<file path="src/rtl/pc_gen.sv">
// pc_gen: fetch program-counter generator with fixed-priority redirect
// selection (exception > jump-register > jump > branch > sequential),
// fetch stall, and a one-entry buffer for redirects that arrive while stalled.
module pc_gen #(
  parameter int unsigned        WIDTH      = 32,
  parameter logic [WIDTH-1:0]   RESET_PC   = 32'h0000_0000,
  parameter logic [WIDTH-1:0]   EXC_VECTOR = 32'h0000_0080,
  parameter int unsigned        INCR       = 4
) (
  input  logic             clk,
  input  logic             rst_n,
  input  logic             stall,
  input  logic             exc_req,
  input  logic             jr_valid,
  input  logic [WIDTH-1:0] jr_target,
  input  logic             jump_valid,
  input  logic [WIDTH-1:0] jump_target,
  input  logic             branch_valid,
  input  logic [WIDTH-1:0] branch_target,
  output logic [WIDTH-1:0] pc,
  output logic [WIDTH-1:0] pc_next_seq,
  output logic             flush,
  output logic             addr_err,
  output logic             pend_valid
);

  typedef enum logic [1:0] {
    CLS_BR  = 2'd0,
    CLS_J   = 2'd1,
    CLS_JR  = 2'd2,
    CLS_EXC = 2'd3
  } cls_e;

  localparam logic [WIDTH-1:0] INCR_W = WIDTH'(INCR);

  logic [WIDTH-1:0] pc_q, pc_d;
  logic             flush_q, flush_d;
  logic             addr_err_q, addr_err_d;
  logic             pend_valid_q, pend_valid_d;
  cls_e             pend_class_q, pend_class_d;
  logic [WIDTH-1:0] pend_target_q, pend_target_d;

  logic             req_valid;
  cls_e             req_class;
  logic [WIDTH-1:0] req_target;
  logic             req_wins;
  logic [WIDTH-1:0] cand_target;

  // Pick the highest-priority incoming redirect this cycle.
  always_comb begin
    req_valid  = 1'b1;
    req_class  = CLS_BR;
    req_target = branch_target;
    if (exc_req) begin
      req_class  = CLS_EXC;
      req_target = EXC_VECTOR;
    end else if (jr_valid) begin
      req_class  = CLS_JR;
      req_target = jr_target;
    end else if (jump_valid) begin
      req_class  = CLS_J;
      req_target = jump_target;
    end else if (!branch_valid) begin
      req_valid  = 1'b0;
    end
  end

  // New request beats the buffered one when its class is higher or equal;
  // this single test serves both buffering during stall and release selection.
  assign req_wins = req_valid && (!pend_valid_q || (req_class >= pend_class_q));

  // Next-state for PC, status flags and the pending-redirect buffer.
  always_comb begin
    pc_d          = pc_q;
    flush_d       = 1'b0;
    addr_err_d    = 1'b0;
    pend_valid_d  = pend_valid_q;
    pend_class_d  = pend_class_q;
    pend_target_d = pend_target_q;
    cand_target   = req_wins ? req_target : pend_target_q;
    if (stall) begin
      if (req_wins) begin
        pend_valid_d  = 1'b1;
        pend_class_d  = req_class;
        pend_target_d = req_target;
      end
    end else begin
      pend_valid_d = 1'b0;
      if (req_wins || pend_valid_q) begin
        pc_d       = {cand_target[WIDTH-1:2], 2'b00};
        flush_d    = 1'b1;
        addr_err_d = |cand_target[1:0];
      end else begin
        pc_d = pc_q + INCR_W;
      end
    end
  end

  // State registers with synchronous active-low reset.
  always_ff @(posedge clk) begin
    if (!rst_n) begin
      pc_q          <= RESET_PC;
      flush_q       <= 1'b0;
      addr_err_q    <= 1'b0;
      pend_valid_q  <= 1'b0;
      pend_class_q  <= CLS_BR;
      pend_target_q <= '0;
    end else begin
      pc_q          <= pc_d;
      flush_q       <= flush_d;
      addr_err_q    <= addr_err_d;
      pend_valid_q  <= pend_valid_d;
      pend_class_q  <= pend_class_d;
      pend_target_q <= pend_target_d;
    end
  end

  assign pc          = pc_q;
  assign pc_next_seq = pc_q + INCR_W;
  assign flush       = flush_q;
  assign addr_err    = addr_err_q;
  assign pend_valid  = pend_valid_q;

endmodule

</file>
<file path="config.mk">
export PLATFORM = sky130hd
export DESIGN_NAME = pc_gen
export DESIGN_NICKNAME = d
export VERILOG_FILES = /design/src/rtl/pc_gen.sv
export SDC_FILE = /design/constraint.sdc
export NUM_CORES = 1
export LEC_CHECK = 0
export ABC_AREA = 1
export CAP_MARGIN = 10
export CORE_ASPECT_RATIO = 0.75
export CORE_MARGIN = 2
export CORE_UTILIZATION = 41
export CTS_CLUSTER_DIAMETER = 60
export DETAILED_ROUTE_END_ITERATION = 8
export PLACE_DENSITY = 0.78
export SLEW_MARGIN = 15
export SYNTH_ARGS = -nofsm -noshare
export SYNTH_HDL_FRONTEND = slang
export SYNTH_SLANG_ARGS = --single-unit
</file>
<file path="constraint.sdc">
create_clock -name clk -period 2.6 [get_ports clk]
set_clock_uncertainty 0.2 [all_clocks]
set_input_delay 0.65 -clock clk [delete_from_list [all_inputs] [get_ports clk]]
set_output_delay 0.65 -clock clk [all_outputs]
set_load 0.005 [all_outputs]
</file>
## Word level (Yosys, flattened, before mapping)

Cells that the tools add are included.

| operators by class | value |
|---|---|
| add/subtract/negate cells | 1 |
| multipliers | 0 |
| div/mod/pow operators | 0 |
| order comparisons | 1 |
| eq/ne operators | 0 |
| shifts and indexed selects | 0 |
| muxes and demuxes | 13 |
| bitwise logic cells | 2 |
| reduce and logical (&&, ||, !) cells | 9 |

Operators with widths:

| cell | number |
|---|---|
| 32-bit two-way mux | 5 |
| 32-bit by 3-bit adder with 32-bit output, second input constant | 1 |
| 1-bit two-way mux | 6 |
| 2-bit two-way mux | 2 |
| 2-bit AND reduction | 2 |
| 2-bit OR reduction | 2 |
| 3-bit OR reduction | 1 |
| 2-bit greater-or-equal comparator | 1 |
| 1-bit logical OR | 2 |
| 1-bit inverter | 2 |
| 1-bit logical AND | 1 |
| 1-bit zero test | 1 |

| word-level totals | value |
|---|---|
| flip-flop bits (word level) | 69 |
| latch bits | 0 |
| bits in writable memories | 0 |
| ROM bits | 0 |
| input port bits | 103 |
| output and inout bits | 67 |
| logic and storage cells | 32 |
| memories kept | 0 |

## Longest topological paths before layout

Gate-level depths: netlist of run 1.

| depth | value |
|---|---|
| word-level depth | 9 |
| depth in mapped cells | 16 |
| mapped depth without buffers | 14 |

## Worst setup path before layout of run 1

OpenSTA, ideal clock, no wires.

| timing | value |
|---|---|
| path type | in2reg |
| start | input jump_valid |
| end | register pc_q[29], in the netlist pc[29] |
| library setup time | 0.117 ns |
| data arrival time | 2.221 ns |
| required time | 2.283 ns |
| path slack | 0.062 ns |
| stages | 15 |
| cell sequence | buf_2 inv_4 buf_4 o21ai_0 inv_1 ha_1 inv_1 nand2_1 nand2_1 nand2_1 nand2_4 buf_2 o21ai_1 a21oi_1 nand2_1 |

| between the ends | value |
|---|---|
| word-level cells in the longest chain between the ends | 8 |

RTL lines:

| element | line | text |
|---|---|---|
| from (decl) | 16 | `input logic jump_valid,` |
| 1-bit two-way mux | 60 | `end else if (jump_valid) begin` |
| 2-bit two-way mux | 57 | `end else if (jr_valid) begin` |
| 2-bit two-way mux | 54 | `if (exc_req) begin` |
| 2-bit greater-or-equal comparator | 70 | `assign req_wins = req_valid && (!pend_valid_q \|\| (req_class >= pend_class_q));` |
| 1-bit logical OR | 70 |  |
| 1-bit logical AND | 70 |  |
| 32-bit two-way mux or 1-bit logical OR (tied branches) | n/a |  |
| 32-bit two-way mux * | 89 | `if (req_wins \|\| pend_valid_q) begin` |
| to (signal assigned) | 109 | `pc_q <= pc_d;` |
| to (decl) | 36 | `logic [WIDTH-1:0] pc_q, pc_d;` |

Mark *: on every way between the ends. The rest lies on a longest branch, timed or not.
A chain may end at the register's enable or synchronous reset.

## Worst setup path after layout of run 1

| timing | value |
|---|---|
| start | register pc_q[18], in the netlist pc[18] |
| end | output pc_next_seq[28] |

| between the ends | value |
|---|---|
| word-level cells in the longest chain between the ends | 1 |

RTL lines:

| element | line | text |
|---|---|---|
| 32-bit by 3-bit adder with 32-bit output | 119 | `assign pc_next_seq = pc_q + INCR_W;` |
| to (decl) | 21 | `output logic [WIDTH-1:0] pc_next_seq,` |

Every way passes these cells.

==> reports/metrics.csv, run 1 <==
metric,value,unit
vias,6115,
setup_viol,12,
numPortBuffers,165,
synth_enable_flop_cells,0,
start_util,0.418,
cts_tree,done,
grt_pass1_vias,5658,
p_sw,932,µW
clk_path_buf_depth,2,
htreeDepth,3,
min_period_over_period,1.04,
required,1.75,ns
hpwl,11.7,mm
synth_top_area_frac,0.294,
antenna_found_initial,0,
yosysTopAreaCell,dfxtp_1,
drt_iter0_drc,479,
finalNetCount,1132,
async_reset_ff_frac,0,
fin_util,0.708,
fmax,370,MHz
drc,0,
crit_fanout,4,
track_usage,0.280,
path_class,flop to primary output,
min-delay-start,pend_target_q[30],
ioPinCount,170,
ys.flop_type,dfxtp_1,
clock-sinks,67,
place.gp.congestion,0.889,
ys_types,36,
p_leak,3.51,nW
post-route-min-period,2.70,ns
ys_ff_latch,67,
finalSetupTns,-0.394,ns
clk_pin_slew,0.06,ns
setup_slack,-0.0999,ns
diodes,0,
synth_area,4560,µm²
grt-ovfl-total,0,
p_clk_frac,0.365,
rows,33,
powerDensity,408,nW/µm²
maxSlewViolCount,0,
detail_route.wl_per_cell,15.3,µm
syn_to_final_growth,69.4,%
ant_nets,0,
cts_root_buffer,clkbuf_16,
die-area,12000,µm²
hp-class,flop to flop,
arrival,1.85,ns
p_int,2.22,mW
rsz0062_at_grt,true,
fp.dieW,126,µm
grt_pass1_wl,26.8,mm
grt_max_degree,35,
p_comb_frac,0.268,
switching_share,0.296,
avgSynthCellArea,5.91,µm²
core_area,10900,µm²
reg2reg_from,pc[2],
yosysSeqAreaShare,0.294,
final_hold_viol_count,0,
status,finished with violations,
p_seq_frac,0.368,
cts_made_buffers,9,
avgViaCountPerCell,5.22,
wl,17.9,mm
drt_pass1_iterations,7,
violations,setup timing,
critPathCaptureType,primary output,
max_cap_violations,0,
ir_drop,372,µV
netlist_top_cells_area,"dfxtp_1 (29%), nand2_1 (29%), nand3_1 (9.8%)",
clock_latency,0.34,ns
syn_inst,771,
cp-startpoint,pc[18],
hold_ws,0.253,ns
yosysWarnings,0,
critPathLaunchType,flop,
finalPower,3.15,mW
layout-drive-gt1-share,0.258,
die_h,95.3,µm
[path summary, 6_finish.rpt]
| path | to | slack, ns | cells after the start |
|---|---|---|---|
| worst min-delay path | pend_target_q[30] | 0.25 | 2 |
| worst max-delay path | pc_next_seq[28] | -0.1 | 7 |
| worst max register to register | pc[23] | 0.09 | 19 |
| worst min register to register | pend_target_q[30] | 0.25 | 2 |
[synth_stat cells (2+ instances only)]
master,number
xor2_1,5
nand3b_1,5
dfxtp_1,67
or2_2,4
or2_1,4
nor2_4,7
o21ai_1,17
or2_0,12
xnor2_1,2
buf_6,2
nand3_1,89
buf_2,16
nor2_1,44
nor2_2,7
nand2_1,349
buf_1,2
ha_1,3
inv_2,3
nand2_4,3
o21ai_0,34
a21oi_1,9
and2_1,10
a22oi_1,6
inv_1,42
buf_4,11
o21bai_1,2
nand2_2,2
clkbuf_1,6
[cell type report]
cell class,count,area [µm²]
inverter,46,178
fill,842,3180
clock inverter,7,53.8
timing repair buffer,279,2560
clock buffer,9,225
tap,140,175
multi-input combinational,623,3160
sequential,67,1360
[cell families after synthesis]
logic type	share of synthesized area
DFF	0.294
buffers and inverters	0.0867
other	0.000823
adders and majority gates	0.00824
AOI/OAI and AO/OA	0.0823
xor gates and xnor gates	0.0135
and+or+nand+nor	0.514
[cell usage in the layout (no fill, tap or decap), types with 22 or more instances in the layout]
| master | n |
|---|---|
| clkdlybuf4s50_1 | 136 |
| nand3_1 | 80 |
| o21ai_0 | 24 |
| nand2_1 | 316 |
| buf_4 | 88 |
| dfxtp_1 | 53 |
| nand2_2 | 29 |
| nor2_1 | 34 |
| buf_6 | 23 |
| o21ai_1 | 22 |
| inv_1 | 40 |
[registers in the layout (all words and copies together) (netlist names)]
register,count
pend_valid,1
pend_target_q,32
pc,30
pend_class_q,2
flush,1
addr_err,1
[stage by stage]
step | area [µm²] | worst slack (ns) | instances
after floorplan | 4570 | 0.0619 | 774
final | 7720 | -0.0999 | 1171
after detailed placement | 6700 | -0.375 | 1104
after global placement | 6700 | -0.379 | 1104
after CTS | 7490 | -0.115 | 1167
after global routing | 7720 | -0.195 | 1171
[repair_timing]
action | CTS | global route
resized for setup | 145 | 93
endpoints found under the hold margin | 0 | 0
buffers inserted | 48 | 10
pin swaps | 37 | 32
endpoints found under the setup margin | 39 | 85
hold buffers | 0 | 0
[metal layers]
layer	share of wire	track usage
met5	0	0
met4	0.035	0.109
met3	0.096	0.0763
met2	0.46	0.470
met1	0.41	0.348
[power by group through the flow]
stage                     registers, mW  logic [mW]  clock network (mW)
after CTS                          1.15       0.799                1.15
after global placement             1.16       0.744                   0
after global routing               1.16       0.921                1.20
after detailed placement           1.16       0.752                   0
after floorplan                    1.16       0.308                   0
final                              1.16       0.843                1.15
[worst max-delay path, cell delays in order, from the launching register on]
cell	delay (ns)
dfxtp_1	0.41
nand2_1	0.14
nor2_1	0.18
nand2_1	0.10
nor2_1	0.28
nand3_2	0.14
nand2_2	0.14
buf_2	0.12
Note: power is estimated with default switching activity, not from simulation.
==> run 2, diff against run 1 <==
--- a/config.mk
+++ b/config.mk
@@ -12,7 +12,7 @@
 export CORE_UTILIZATION = 41
 export CTS_CLUSTER_DIAMETER = 60
 export DETAILED_ROUTE_END_ITERATION = 8
-export PLACE_DENSITY = 0.78
+export PLACE_DENSITY_LB_ADDON = 0.15
 export SLEW_MARGIN = 15
 export SYNTH_ARGS = -nofsm -noshare
 export SYNTH_HDL_FRONTEND = slang
==> reports/metrics.csv, run 2 (synthesis gave the netlist of run 1 again) <==
metric,value,unit
p_seq_frac,0.338,
finalNetCount,1157,
start_util,0.418,
maxSlewViolCount,0,
ir_drop,411,µV
antenna_found_initial,0,
mostFrequentLayoutCells,"nand2_1 (321), clkdlybuf4s50_1 (135), buf_4 (109)",
p_leak,3.71,nW
core_area,10900,µm²
violations,setup timing,
setup_viol,12,
syn_to_final_growth,74.6,%
detail_route.wl_per_cell,15.0,µm
clk_pin_slew,0.06,ns
p_int,2.50,mW
avgViaCountPerCell,5.05,
switching_share,0.268,
rsz0062_at_grt,true,
grt-ovfl-total,0,
clock_latency,0.34,ns
grt_max_degree,38,
layout.cells.most_common,nand2_1,
clk_path_buf_depth,2,
ioPinCount,170,
path_class,flop to primary output,
vias,6045,
fin_util,0.730,
track_usage,0.289,
arrival,1.85,ns
powerDensity,429,nW/µm²
clock-sinks,67,
layout-drive-gt1-share,0.264,
p_clk_frac,0.402,
rows,33,
drt_pass1_iterations,5,
grt_pass1_vias,5816,
cts_made_buffers,9,
crit_fanout,5,
grt_pass1_wl,27.5,mm
fp.dieW,126,µm
critPathCaptureType,primary output,
p_comb_frac,0.260,
required,1.75,ns
drt_iter0_drc,386,
final_cells,1196,
min_period_over_period,1.04,
wl,18.0,mm
max_cap_violations,0,
critPathLaunchType,flop,
final_hold_viol_count,0,
p_sw,914,µW
numPortBuffers,165,
die-area,12000,µm²
place.gp.congestion,0.911,
place_area,6850,µm²
fmax,370,MHz
status,finished with violations,
largest_register_ffs,32,
setup_slack,-0.103,ns
htreeDepth,3,
largest_register,pend_target_q,
place_inst,1123,
die_h,95.3,µm
diodes,0,
hpwl,12.9,mm
cts_root_buffer,clkbuf_16,
drc,0,
ant_nets,0,
post-route-min-period,2.70,ns
cts_tree,done,
final_area,7960,µm²
hp-class,flop to flop,
[run 2: cell count changes in the layout (fill, tap and decap cells not counted), moves of 4 or more]
cell	change
nand2_2	-6
buf_6	+4
and2_1	-4
nand2_1	+5
and2_4	+4
nor2_4	-4
nand3_1	+5
nand3_2	-5
dfxtp_2	-4
buf_4	+21
dfxtp_1	+4
[run 2: worst paths after layout]
kind | start | to | slack, ns | depth (start not counted)
worst min-delay path | pend_target_q[0] | pend_target_q[0] | 0.25 | 2
worst max register to register | pc[2] | pc[11] | 0.06 | 19
worst max-delay path | pc[2] | pc_next_seq[27] | -0.10 | 10
worst min register to register | pend_target_q[0] | pend_target_q[0] | 0.25 | 2
[run 2: cell type report]
type                       instances  area, µm²
timing repair buffer             303       2780
multi-input combinational        624       3130
tap                              140        175
sequential                        67       1360
clock buffer                      11        253
inverter                          46        180
fill                             846       2940
clock inverter                     5       85.1
[run 2: power by group through the flow]
stage	Combinational (mW)	Sequential, mW	Clock, mW
6_report	0.888	1.15	1.37
5_1_grt	0.965	1.16	1.43
4_1_cts	0.838	1.15	1.38
3_5_place_dp	0.786	1.16	0
3_3_place_gp	0.770	1.16	0
2_1_floorplan	0.308	1.16	0
[run 2: per-stage QoR]
step	TNS, ns	worst slack, ns	power [mW]	hold WS, ns
5_1_grt	-2.02	-0.177	3.55	0.264
6_report	-0.504	-0.103	3.41	0.253
3_3_place_gp	-20.50	-0.469	1.93	0.235
2_1_floorplan	0	0.0619	1.47	0.226
3_5_place_dp	-23.25	-0.478	1.95	0.239
4_1_cts	-1.19	-0.149	3.37	0.253
[run 2: worst max-delay path, cell delays in order (launching register included)]
cell	delay (ns)
dfxtp_4	0.36
buf_6	0.10
inv_4	0.03
nor2_4	0.18
nand2_4	0.10
buf_12	0.13
nor2_4	0.12
buf_12	0.13
nand3_4	0.07
and2_4	0.17
buf_6	0.11
[run 2: metal layers]
| layer | global-route usage | up-vias | routed length [µm] |
|---|---|---|---|
| met2 | 0.531 | 236 | 9010 |
| met1 | 0.341 | 2795 | 7480 |
| li1 | - | 2982 | - |
| met5 | 0 | - | 0 |
| met4 | 0.0962 | 0 | 336 |
| met3 | 0.0595 | 32 | 1140 |
[run 2: what timing repair did]
action                     in CTS  in global routing
hold buffers                    0                  0
pin swaps                      28                 33
gates cloned                    0                  1
resized for setup             142                 82
setup endpoints to repair      73                 39
buffers inserted               44                 20
hold endpoints to repair        0                  0
==> run 3, diff against run 2 <==
--- a/config.mk
+++ b/config.mk
@@ -7,9 +7,11 @@
 export LEC_CHECK = 0
 export ABC_AREA = 1
 export CAP_MARGIN = 10
+export CELL_PAD_IN_SITES_DETAIL_PLACEMENT = 0
+export CELL_PAD_IN_SITES_GLOBAL_PLACEMENT = 1
 export CORE_ASPECT_RATIO = 0.75
 export CORE_MARGIN = 2
-export CORE_UTILIZATION = 41
+export CORE_UTILIZATION = 27
 export CTS_CLUSTER_DIAMETER = 60
 export DETAILED_ROUTE_END_ITERATION = 8
 export PLACE_DENSITY_LB_ADDON = 0.15
==> reports/metrics.csv, run 3 (synthesis gave the netlist of run 1 again) <==
metric,value,unit
place_area,6990,µm²
post-route-min-period,2.71,ns
switching_share,0.258,
place.gp.congestion,0.784,
cts_made_buffers,9,
core_area,16700,µm²
p_sw,888,µW
postCtsHoldBufs,0,
grt_max_degree,36,
grt_pass1_wl,28.7,mm
fp.dieW,154,µm
wl,18.2,mm
rsz0062_at_grt,true,
cts_tree,done,
diodes,0,
cts_root_buffer,clkbuf_16,
htreeDepth,3,
crit_chain,ha_4 > nand2_2 > nor2_4 > nand2_4 > buf_6 > nor2_4 > buf_6 > buf_12 > nand2_2 > nand2_2 > nand2_2 > buf_6,
mostFrequentLayoutCells,"nand2_1 (313), clkdlybuf4s50_1 (136), buf_4 (106)",
largest_register_ffs,32,
critical_path.most_common_cell,nand2_2,
largest_register,pend_target_q,
busiest_layer,met2,
grtUsageMet3,0.0445,
vias,5736,
required,1.75,ns
worst-path-buf-inv,4,
critPathCaptureType,primary output,
drt_pass1_iterations,6,
finalNetCount,1162,
clock-sinks,67,
crit_family,simple AND/OR/NAND/NOR gates,
path_class,flop to primary output,
clk_path_buf_depth,2,
detail_route.wl_per_cell,14.3,µm
critPathLaunchType,flop,
hp-class,flop to flop,
final_hold_viol_count,0,
rows,41,
cpPeakStageDelay,0.36,ns
setup_slack,-0.110,ns
fmax,369,MHz
layout.cells.most_common,nand2_1,
p_comb_frac,0.253,
ant_nets,0,
numPortBuffers,165,
avgViaCountPerCell,4.50,
clock_latency,0.33,ns
grtUsageMet2,0.350,
drt_iter0_drc,330,
grt-ovfl-total,0,
track_usage,0.203,
setup_viol,15,
p_leak,3.73,nW
max_cap_violations,0,
die_h,117,µm
start_util,0.273,
hpwl,13.2,mm
p_clk_frac,0.412,
status,finished with violations,
final_area,8200,µm²
clk_pin_slew,0.06,ns
powerDensity,420,nW/µm²
p_seq_frac,0.335,
ir_drop,362,µV
grt_pass1_vias,5562,
slowest_stage,dfxtp_4,
use_met1,0.265,
antenna_found_initial,0,
min_period_over_period,1.04,
ioPinCount,170,
layout-drive-gt1-share,0.273,
maxSlewViolCount,0,
violations,setup timing,
p_int,2.56,mW
arrival,1.86,ns
die-area,17900,µm²
crit_fanout,5,
drc,0,
syn_to_final_growth,79.8,%
hold_ws,0.251,ns
## run 3: routing by layer
layer  wire length, µm  share of wire  vias to the layer above
li1                  -              -                     3000
met1              8500           0.47                     2573
met2              8580           0.47                      150
met3               980          0.054                       13
met4               146         0.0080                        0
met5                 0              0                        -
## run 3: path summary, 6_finish.rpt
path / startpoint / to / slack (ns) / depth (start not counted)
worst max-delay path: pc[2] / pc_next_seq[30] / -0.11 / 12
worst min-delay path: pend_target_q[13] / pend_target_q[13] / 0.25 / 2
worst max register to register: pc[3] / pc[17] / -0.06 / 19
worst min register to register: pend_target_q[13] / pend_target_q[13] / 0.25 / 2
## run 3: stage by stage
stage | utilization | cells | setup slack (ns) | TNS, ns | power [mW]
after CTS | 0.480 | 1273 | -0.194 | -1.49 | 3.44
final | 0.492 | 1276 | -0.110 | -0.865 | 3.44
after floorplan | - | 774 | 0.0619 | 0 | 1.47
after global routing | 0.492 | 1276 | -0.224 | -2.89 | 3.62
after detailed placement | 0.419 | 1199 | -0.453 | -24.47 | 1.96
after global placement | 0.419 | 1199 | -0.393 | -20.74 | 1.97
## run 3: worst register-to-register path, delay by kind of cell (launching register included)
kind | cells | cell delay (ns)
buffers and inverters | 13 | 1.59
DFF | 1 | 0.36
and+or+nand+nor | 5 | 0.32
AOI/OAI and AO/OA | 1 | 0.08
## run 3: cell type report
class | count | area [µm²]
multi-input combinational | 623 | 3150
clock inverter | 5 | 100
timing repair buffer | 309 | 2890
fill | 1706 | 8480
clock buffer | 11 | 243
tap | 215 | 269
sequential | 67 | 1360
inverter | 46 | 180
## run 3: power groups by stage
stage / Sequential (mW) / Combinational [mW] / Clock, mW
floorplan: 1.16 / 0.308 / 0
global placement: 1.16 / 0.803 / 0
detailed placement: 1.16 / 0.803 / 0
CTS: 1.15 / 0.861 / 1.44
global route: 1.16 / 0.965 / 1.49
finish: 1.15 / 0.872 / 1.42
## run 3: what timing repair did
| action | 4_1_cts | 5_1_grt |
|---|---|---|
| pin swaps | 39 | 20 |
| setup buffers | 62 | 5 |
| gates resized for setup | 181 | 61 |
| endpoints found under the setup margin | 76 | 86 |
